## config.mk

```make
export PLATFORM = sky130hd
export DESIGN_NAME = shift_pipe
export DESIGN_NICKNAME = d
export VERILOG_FILES = /design/src/rtl/shift_pkg.sv /design/src/rtl/shift_rank.sv /design/src/rtl/shift_pipe.sv
export SDC_FILE = /design/constraint.sdc
export NUM_CORES = 1
export LEC_CHECK = 0
export CAP_MARGIN = 20
export CELL_PAD_IN_SITES_DETAIL_PLACEMENT = 0
export CELL_PAD_IN_SITES_GLOBAL_PLACEMENT = 1
export CORE_MARGIN = 8
export CORE_UTILIZATION = 37
export CTS_CLUSTER_DIAMETER = 30
export DETAILED_ROUTE_END_ITERATION = 12
export PLACE_DENSITY_LB_ADDON = 0.1
export SETUP_SLACK_MARGIN = 0.3
export SYNTH_ARGS = -nofsm -noshare
export SYNTH_HDL_FRONTEND = slang
export SYNTH_SLANG_ARGS = --single-unit
```

## constraint.sdc

```tcl
create_clock -name clock -period 2.3 [get_ports clock]
set_input_delay 0.69 -clock clock [delete_from_list [all_inputs] [get_ports clock]]
set_output_delay 0.69 -clock clock [all_outputs]
set_load 0.02 [all_outputs]
```

## src/rtl/shift_pkg.sv

```systemverilog
// Shared definitions for the two-stage barrel shifter: op encodings and the coarse/fine rank split.
// SHIFT_PIPE_SRL_EN enables logical right shift on op 2'b10; otherwise that op is a pass.
package shift_pkg;

    typedef enum logic [1:0] {
        OP_SLL  = 2'b00,
        OP_SRA  = 2'b01,
        OP_SRL  = 2'b10,
        OP_PASS = 2'b11
    } shift_op_e;

    // Number of most-significant shift ranks applied in stage 1; the rest go to stage 2.
    localparam int N_COARSE_RANKS = 2;

    function automatic logic op_is_pass(input logic [1:0] op);
`ifdef SHIFT_PIPE_SRL_EN
        return op == OP_PASS;
`else
        return (op == OP_PASS) || (op == OP_SRL);
`endif
    endfunction

    function automatic logic op_is_right(input logic [1:0] op);
`ifdef SHIFT_PIPE_SRL_EN
        return (op == OP_SRA) || (op == OP_SRL);
`else
        return op == OP_SRA;
`endif
    endfunction

endpackage

```

## src/rtl/shift_rank.sv

```systemverilog
// Single shift rank: moves data by a fixed AMT positions when enabled.
// dir_i = 0 shifts left with zero fill, dir_i = 1 shifts right with fill_i.
module shift_rank #(
    parameter int WIDTH = 32,
    parameter int AMT   = 1
) (
    input  logic [WIDTH-1:0] data_i,
    input  logic             en_i,
    input  logic             dir_i,
    input  logic             fill_i,
    output logic [WIDTH-1:0] data_o
);

    always_comb begin
        data_o = data_i;
        if (en_i) begin
            if (dir_i) begin
                data_o = {{AMT{fill_i}}, data_i[WIDTH-1:AMT]};
            end else begin
                data_o = {data_i[WIDTH-AMT-1:0], {AMT{1'b0}}};
            end
        end
    end

endmodule

```

## src/rtl/shift_pipe.sv

```systemverilog
// Two-stage pipelined barrel shifter with valid/ready on both sides (coarse ranks in S1, fine in S2).
// SHIFT_PIPE_SRL_EN selects logical right shift for op 2'b10; undefined, op 2'b10 is a pass.
module shift_pipe
    import shift_pkg::*;
#(
    parameter int WIDTH = 32,
    parameter int TAG_W = 5
) (
    input  logic                     clock,
    input  logic                     reset,
    input  logic                     in_valid,
    output logic                     in_ready,
    input  logic [WIDTH-1:0]         in_data,
    input  logic [$clog2(WIDTH)-1:0] in_shamt,
    input  logic [1:0]               in_op,
    input  logic [TAG_W-1:0]         in_tag,
    output logic                     out_valid,
    input  logic                     out_ready,
    output logic [WIDTH-1:0]         out_data,
    output logic [TAG_W-1:0]         out_tag
);

    // Handshake: a transfer happens on a rising edge where valid && ready; a producer holds
    // its payload while valid is high and ready is low. in_ready never depends on in_valid.

    localparam int SHAMT_W = $clog2(WIDTH);
    localparam int N_FINE  = SHAMT_W - N_COARSE_RANKS;

    logic                 s1_valid_q, s1_valid_d;
    logic [WIDTH-1:0]     s1_data_q, s1_data_d;
    logic [N_FINE-1:0]    s1_shamt_q, s1_shamt_d;
    logic [1:0]           s1_op_q, s1_op_d;
    logic                 s1_fill_q, s1_fill_d;
    logic [TAG_W-1:0]     s1_tag_q, s1_tag_d;
    logic                 s2_valid_q, s2_valid_d;
    logic [WIDTH-1:0]     s2_data_q, s2_data_d;
    logic [TAG_W-1:0]     s2_tag_q, s2_tag_d;

    logic s1_load, s2_load;
    logic in_pass, in_right, in_fill;

    logic [N_COARSE_RANKS:0][WIDTH-1:0] coarse;
    logic [N_FINE:0][WIDTH-1:0]         fine;

    assign s2_load  = !s2_valid_q || out_ready;
    assign s1_load  = !s1_valid_q || s2_load;
    assign in_ready = s1_load && !reset;

    assign in_pass  = op_is_pass(in_op);
    assign in_right = op_is_right(in_op);
    assign in_fill  = (in_op == OP_SRA) && in_data[WIDTH-1];

    assign coarse[0] = in_data;

    genvar g;
    for (g = 0; g < N_COARSE_RANKS; g++) begin : g_coarse
        shift_rank #(
            .WIDTH(WIDTH),
            .AMT  (WIDTH >> (g + 1))
        ) u_rank (
            .data_i(coarse[g]),
            .en_i  (in_shamt[SHAMT_W-1-g] && !in_pass),
            .dir_i (in_right),
            .fill_i(in_fill),
            .data_o(coarse[g+1])
        );
    end

    // A pass op stores a zero fine amount, so stage 2 needs no separate pass decode.
    assign fine[0] = s1_data_q;

    for (g = 0; g < N_FINE; g++) begin : g_fine
        shift_rank #(
            .WIDTH(WIDTH),
            .AMT  (1 << g)
        ) u_rank (
            .data_i(fine[g]),
            .en_i  (s1_shamt_q[g]),
            .dir_i (op_is_right(s1_op_q)),
            .fill_i(s1_fill_q),
            .data_o(fine[g+1])
        );
    end

    always_comb begin
        s1_valid_d = s1_valid_q;
        s1_data_d  = s1_data_q;
        s1_shamt_d = s1_shamt_q;
        s1_op_d    = s1_op_q;
        s1_fill_d  = s1_fill_q;
        s1_tag_d   = s1_tag_q;
        s2_valid_d = s2_valid_q;
        s2_data_d  = s2_data_q;
        s2_tag_d   = s2_tag_q;
        if (s1_load) begin
            s1_valid_d = in_valid;
            s1_data_d  = coarse[N_COARSE_RANKS];
            s1_shamt_d = in_pass ? '0 : in_shamt[N_FINE-1:0];
            s1_op_d    = in_op;
            s1_fill_d  = in_fill;
            s1_tag_d   = in_tag;
        end
        if (s2_load) begin
            s2_valid_d = s1_valid_q;
            s2_data_d  = fine[N_FINE];
            s2_tag_d   = s1_tag_q;
        end
    end

    always_ff @(posedge clock) begin
        if (reset) begin
            s1_valid_q <= 1'b0;
            s1_data_q  <= '0;
            s1_shamt_q <= '0;
            s1_op_q    <= 2'b00;
            s1_fill_q  <= 1'b0;
            s1_tag_q   <= '0;
            s2_valid_q <= 1'b0;
            s2_data_q  <= '0;
            s2_tag_q   <= '0;
        end else begin
            s1_valid_q <= s1_valid_d;
            s1_data_q  <= s1_data_d;
            s1_shamt_q <= s1_shamt_d;
            s1_op_q    <= s1_op_d;
            s1_fill_q  <= s1_fill_d;
            s1_tag_q   <= s1_tag_d;
            s2_valid_q <= s2_valid_d;
            s2_data_q  <= s2_data_d;
            s2_tag_q   <= s2_tag_d;
        end
    end

    assign out_valid = s2_valid_q;
    assign out_data  = s2_valid_q ? s2_data_q : '0;
    assign out_tag   = s2_valid_q ? s2_tag_q : '0;

endmodule

```

==> metrics.md, run 1 <==
| Metric | Value |
|---|---|
| Initial antenna violation count | 0 |
| H-Tree Depth | 3 |
| FILL cells | 1987 |
| Register bit total from synthesis | 82 |
| Worst Setup Start Kind | flip-flop |
| Rel. slew slack | 60.91% |
| Mean Syn Cell Area | 7.042 um^2 |
| Clock latency on the worst-skew pair | 370 ps |
| Area leader, netlist | dfxtp_1 |
| Mapped Nets | 1076 |
| Tmin final | 2027 ps |
| RSZ-0062 raised after global routing | yes |
| DP Cell Count | 1424 |
| # DRC | 0 |
| Top_reg_cell synth | dfxtp_1 |
| Cell depth of the worst flop-to-flop path | 7 |
| Antenna Nets Post-Route | 0 |
| Avg WL per Cell | 21.21 um |
| Iter 0 DRT Violations | 576 |
| GRT overflow | 0 |
| Pleak | 3.845 nW |
| WP data arrival | 1340 ps |
| Root buffer cell | clkbuf_16 |
| Async set or reset register ratio after synthesis | 0% |
| Worst vdd ir | 0.3684 mV |
| Nets | 1227 |
| Slew @ Worst Pin | 586.3 ps |
| Setup slack, reg-to-reg | 320 ps |
| Setup-failing EPs final | 0 |
| Starting Density | 37.44% |
| Total GRT Usage | 24.92% |
| # diodes | 0 |
| DR vias | 8574 |
| First-pass GRT wire length | 47490 um |
| Vias per Instance | 5.917 |
| Distinct cells, synth | 70 |
| Sink Count | 82 |
| Port Buffers | 86 |
| TritonRoute pass-1 iters | 5 |
| Clock buffer depth | 2 |
| Die ar. | 0.02430 mm^2 |
| Mapped Area | 0.007239 mm^2 |
| WHS Path Cells | 2 |
| Largest net degree at the start of global routing | 54 |
| WHS Endpoint | s2_tag_q[1]$_SDFFE_PP0P_ |
| Setup CP Type | flip-flop to output pin |
| R2R Path Start | s1_shamt_q[0]$_SDFFE_PP0N_ |
| Final period util | 88.13% |
| Worst Path Max Fanout | 6 |
| Die width | 155.9 um |
| CTS Buf Count | 9 |
| Worst EP required | 1610 ps |
| Seq/Total Area, Yosys | 22.68% |
| Gate Count Post-Synth | 1028 |
| Post-synth EDFFs | 0 |
| Max-slew violations | 0 |
| Final Skew | 20.30 ps |
| CTS tree | yes |
| # IOs | 87 |
| Max_cap viols | 0 |
| Hold Path Class | flip-flop to flip-flop |
| Hold Fails Final Rpt | 0 |
| Status | finished, final reports clean |
| Post-synth top cells | 135 x nand2_1, 101 x nor2_1, 89 x a21oi_1 |
| GPL Wtd Cong | 0.9445 |
| Share of layout cells above drive strength 1 | 22.38% |
| Max Fclk | 0.4934 GHz |
| WHS | 449.0 ps |
| Die Height | 155.9 um |
| Hold Crit Start | s2_tag_q[1]$_SDFFE_PP0P_ |
| Worst r2r dst | s2_data_q[23]$_SDFFE_PP0P_ |
| PwrDens | 476.3 mW/mm^2 |
| HPWL after DPL | 23190 um |
| # rows | 51 |
| Most numerous cell in the Yosys netlist | nand2_1 |
| Clock-pin slew on the worst setup and hold paths | 70 ps |
| # hold bufs at CTS | 0 |
| Area growth from synthesis to layout | 32.99% |
| Synth top area share | 22.68% |
| Setup TNS | 0 ps |
| Number of global-route vias before repair | 8226 |
| Core area | 0.01933 mm^2 |
| Warnings, synthesis | 0 |
| WL final | 30730 um |
| Crit end category | output pin |
| Synth area leaders | dfxtp_1 23%, nand2_1 7.0%, a21oi_1 6.2% |
| Non-filler cells, final | 1449 |
-- how the worst max path moves through the flow --
stage / startpoint / end / depth (start not counted)
floorplan: out_ready / in_ready / 5
global placement: out_ready / in_ready / 5
detailed placement: out_ready / in_ready / 5
CTS: out_ready / in_ready / 5
global route: out_valid$_SDFFE_PP0P_ / out_data[24] / 3
finish: out_valid$_SDFFE_PP0P_ / in_ready / 4
-- routing by layer --
| layer | global-route usage [%] | wire length (um) | vias to the layer above |
|---|---|---|---|
| met5 | 0 | 0 | - |
| met1 | 32.27 | 13480 | 4035 |
| met4 | 10.26 | 1022 | 0 |
| met3 | 4.432 | 2321 | 66 |
| li1 | - | - | 4098 |
| met2 | 40.05 | 13910 | 375 |
-- kinds of logic (layout without fill, tap and decap cells) --
logic type             Yosys count  count (layout)  share of synthesized area, %
AO/OA/AOI/OAI                  363             363                         34.12
buffers and inverters          115             270                         8.158
flip-flops                      82              82                         22.68
multiplexers                    40              40                         6.447
AND/OR/NAND/NOR                428             429                         28.60
-- cell usage in the layout, fill, tap and decap left out, types with 19 or more instances in the layout --
cell type / netlist / final
mux2i_1: 26 / 26
clkdlybuf4s15_2: 0 / 19
o21ai_0: 64 / 62
nand2_1: 135 / 133
a21oi_1: 89 / 88
a31oi_1: 19 / 19
nand2b_1: 35 / 33
buf_4: 13 / 139
nor3_1: 22 / 22
dfxtp_1: 82 / 76
nor2_1: 101 / 100
and2_1: 43 / 42
clkdlybuf4s50_1: 0 / 40
nand3_1: 33 / 33
o221ai_1: 25 / 23
a211oi_1: 41 / 38
-- worst max-delay path: stages (launching register included) --
cell	delay [ps]
dfxtp_4	370
nor2b_4	130
and2_4	160
nor2_4	160
buf_6	140
-- sequential cells by signal, indices dropped and copies added (netlist names) --
signal	cells
s1_valid_q	1
s1_data_q	32
s1_op_q	2
s1_shamt_q	3
s1_tag_q	5
s2_data_q	32
out_valid	1
s2_tag_q	5
s1_fill_q	1
-- stage by stage --
| stage | util, % | instance area (um^2) | setup slack [ps] | total power (W) |
|---|---|---|---|---|
| detailed placement | 47.54 | 9193 | -559.3 | 0.003061 |
| CTS | 49.32 | 9535 | 149.2 | 0.004559 |
| floorplan | - | 7283 | 306.9 | 0.002440 |
| global route | 49.80 | 9628 | 231.8 | 0.004770 |
| global placement | 47.54 | 9193 | -571.5 | 0.003062 |
| finish | 49.80 | 9628 | 273.1 | 0.004586 |
-- cell type report --
cell class                      instances  area, um^2  area share, %
Clock inverter                          6       53.80         0.5588
Tap cell                              265       331.6          3.444
Clock buffer                           10       239.0          2.482
Inverter                                8       30.03         0.3119
Multi-Input combinational cell        832        5111          53.09
Timing Repair Buffer                  246        2206          22.91
Sequential cell                        82        1657          17.21
-- where the power goes --
group | total (W) | internal [W] | switching [W]
Clock | 0.00151 | 0.000784 | 0.000725
Sequential | 0.00168 | 0.00153 | 0.000153
Combinational | 0.00139 | 0.000645 | 0.000748
-- what timing repair did --
action | CTS | global route
buffers inserted | 3 | 4
gates resized for setup | 139 | 30
hold endpoints to repair | 0 | 0
pin swaps | 1 | 8
setup endpoints to repair | 90 | 67
gates cloned | 0 | 2
No activity file was read; power rests on OpenSTA's default activity.
==> inputs of run 2 (changes only) <==
==> constraint.sdc (replaced) <==
create_clock -name clock -period 2.3 [get_ports clock]
set_input_delay 0.46 -clock clock [delete_from_list [all_inputs] [get_ports clock]]
set_output_delay 0.46 -clock clock [all_outputs]
set_load 0.02 [all_outputs]
==> metrics.md, run 2 (synthesis gave the netlist of run 1 again) <==
| Metric | Value |
|---|---|
| Final period util | 87.47% |
| WP buf/inv | 3 |
| DR vias | 8458 |
| Max-slew violations | 0 |
| Initial antenna violation count | 0 |
| Die ar. | 0.02430 mm^2 |
| Leading registers by flop count | s1_data_q x32, s2_data_q x32 |
| Int Pwr | 0.003012 W |
| Register area | 0.001654 mm^2 |
| Setup TNS | 0 ps |
| Most frequent cells in the layout | 134 x nand2_1, 103 x buf_4, 101 x nor2_1 |
| Antenna Nets Post-Route | 0 |
| Port Buffers | 86 |
| Switching Fraction | 35.10% |
| Clock buffer depth | 2 |
| Max Fclk | 0.4971 GHz |
| Psw | 0.001629 W |
| Most common cell on crit path | buf_4 |
| Number of global-route vias before repair | 8184 |
| PnR Total Power | 0.004640 W |
| Clock-pin slew on the worst setup and hold paths | 70 ps |
| CTS Buf Count | 9 |
| Rel. slew slack | 46.66% |
| WL final | 30060 um |
| Combinational cell fraction of total power | 29.0% |
| Clock power frac | 34.9% |
| WHS Path Cells | 2 |
| CP max stage cell | clkdlybuf4s50_1 |
| Worst EP required | 1840 ps |
| Commonest non-fill, non-tap cell in the layout | nand2_1 |
| # DRC | 0 |
| Worst vdd ir | 0.3643 mV |
| # IOs | 87 |
| H-Tree Depth | 3 |
| Iter 0 DRT Violations | 836 |
| Worst r2r dst | s2_data_q[14]$_SDFFE_PP0P_ |
| Worst Setup Start Kind | primary input |
| Status | finished, final reports clean |
| WP data arrival | 1550 ps |
| # hold bufs at CTS | 0 |
| Pleak | 3.759 nW |
| Setup CP Type | primary input to output pin |
| Vias per Instance | 6.003 |
| Setup-failing EPs final | 0 |
| Max_cap viols | 0 |
| CP Cell Sequence | clkdlybuf4s50_1, nor2b_2, and2_1, nor2_1, buf_4, buf_4 |
| GPL Wtd Cong | 0.9658 |
| Hold Crit Start | s2_tag_q[0]$_SDFFE_PP0P_ |
| Root buffer cell | clkbuf_16 |
| CP peak stage delay | 460 ps |
| Hold Path Class | flip-flop to flip-flop |
| Area growth from synthesis to layout | 29.23% |
| # rows | 51 |
| TritonRoute pass-1 iters | 5 |
| FILL cells | 1999 |
| Seq pwr share | 36.1% |
| Hold Fails Final Rpt | 0 |
| Starting Density | 37.44% |
| Avg WL per Cell | 21.33 um |
| Setup slack, reg-to-reg | 310 ps |
| Die Height | 155.9 um |
| Critical path's top delay family | buffers and inverters |
| Total GRT Usage | 24.46% |
| R2R Path Start | s1_shamt_q[0]$_SDFFE_PP0N_ |
| Die width | 155.9 um |
| Area of the multi-input gates | 0.005086 mm^2 |
| Final Skew | 19.92 ps |
| HPWL after DPL | 22090 um |
| Core area | 0.01933 mm^2 |
| Nets | 1187 |
| Crit end category | output pin |
| Tmin final | 2012 ps |
| Slew @ Worst Pin | 790.1 ps |
| Cell depth of the worst flop-to-flop path | 8 |
| RSZ-0062 raised after global routing | yes |
| Sink Count | 82 |
| First-pass GRT wire length | 47030 um |
| GRT overflow | 0 |
| PwrDens | 496.0 mW/mm^2 |
| CTS tree | yes |
| Clock latency on the worst-skew pair | 360 ps |
| Largest net degree at the start of global routing | 84 |
| # diodes | 0 |
| WHS Endpoint | s2_tag_q[0]$_SDFFE_PP0P_ |
| Final core area utilization | 48.39% |
| Worst Path Max Fanout | 2 |
| Share of layout cells above drive strength 1 | 16.08% |
==> run 2: power by group through the flow <==
stage / Sequential [W] / Combinational (W) / Clock (W)
5_1_grt: 0.00169 / 0.00145 / 0.00170
4_1_cts: 0.00168 / 0.00129 / 0.00165
6_report: 0.00168 / 0.00134 / 0.00162
3_5_place_dp: 0.00171 / 0.00127 / 0
3_3_place_gp: 0.00171 / 0.00128 / 0
2_1_floorplan: 0.00163 / 0.000803 / 0
==> run 2: worst max-delay path by stage <==
stage	slack, ps	to	start	cells past startpoint
floorplan	380	in_ready	reset	4
global route	230	in_ready	out_ready	6
finish	290	in_ready	out_ready	6
CTS	90	in_ready	out_ready	6
detailed placement	-210	in_ready	out_ready	6
global placement	-240	in_ready	out_ready	6
==> run 2: final cells by class <==
cell class,count,area share (%)
inverter,8,0.3611
multi-input combinational,832,54.37
clock inverter,7,1.043
tap,265,3.544
sequential,82,17.68
clock buffer,9,2.407
timing repair buffer,206,20.60
==> run 2: metal layers <==
| metal | track usage (%) | up-vias | routed length, um |
|---|---|---|---|
| li1 | - | 4016 | - |
| met4 | 10.40 | 0 | 1048 |
| met5 | 0 | - | 0 |
| met3 | 4.654 | 86 | 2500 |
| met1 | 32.16 | 3917 | 13010 |
| met2 | 38.35 | 439 | 13500 |
==> run 2: what timing repair did <==
| item | CTS | global route |
|---|---|---|
| gates resized for setup | 51 | 15 |
| endpoints found under the hold margin | 0 | 0 |
| cloned | 2 | 0 |
| endpoints found under the setup margin | 50 | 26 |
| pin swaps | 0 | 1 |
| buffers inserted | 1 | 14 |
==> run 2: stage by stage <==
step           cells  hold WS [ps]  setup WS, ps  cell area, um^2
6_report        1409         449.5         288.2             9355
5_1_grt         1409         472.1         227.4             9355
3_3_place_gp    1376         433.4        -235.5             8822
2_1_floorplan   1028         427.3         383.9             7239
3_5_place_dp    1376         438.4        -208.4             8822
4_1_cts         1395         449.2         92.85             9183
==> run 2: worst reg2reg max path: stages, from the launching register on <==
cell and delay, ps:
dfxtp_4 400, buf_12 150, buf_12 150, and2_1 160, o21ai_1 330, nor2_1 70
a2111oi_0 360, buf_4 200, a211oi_1 60
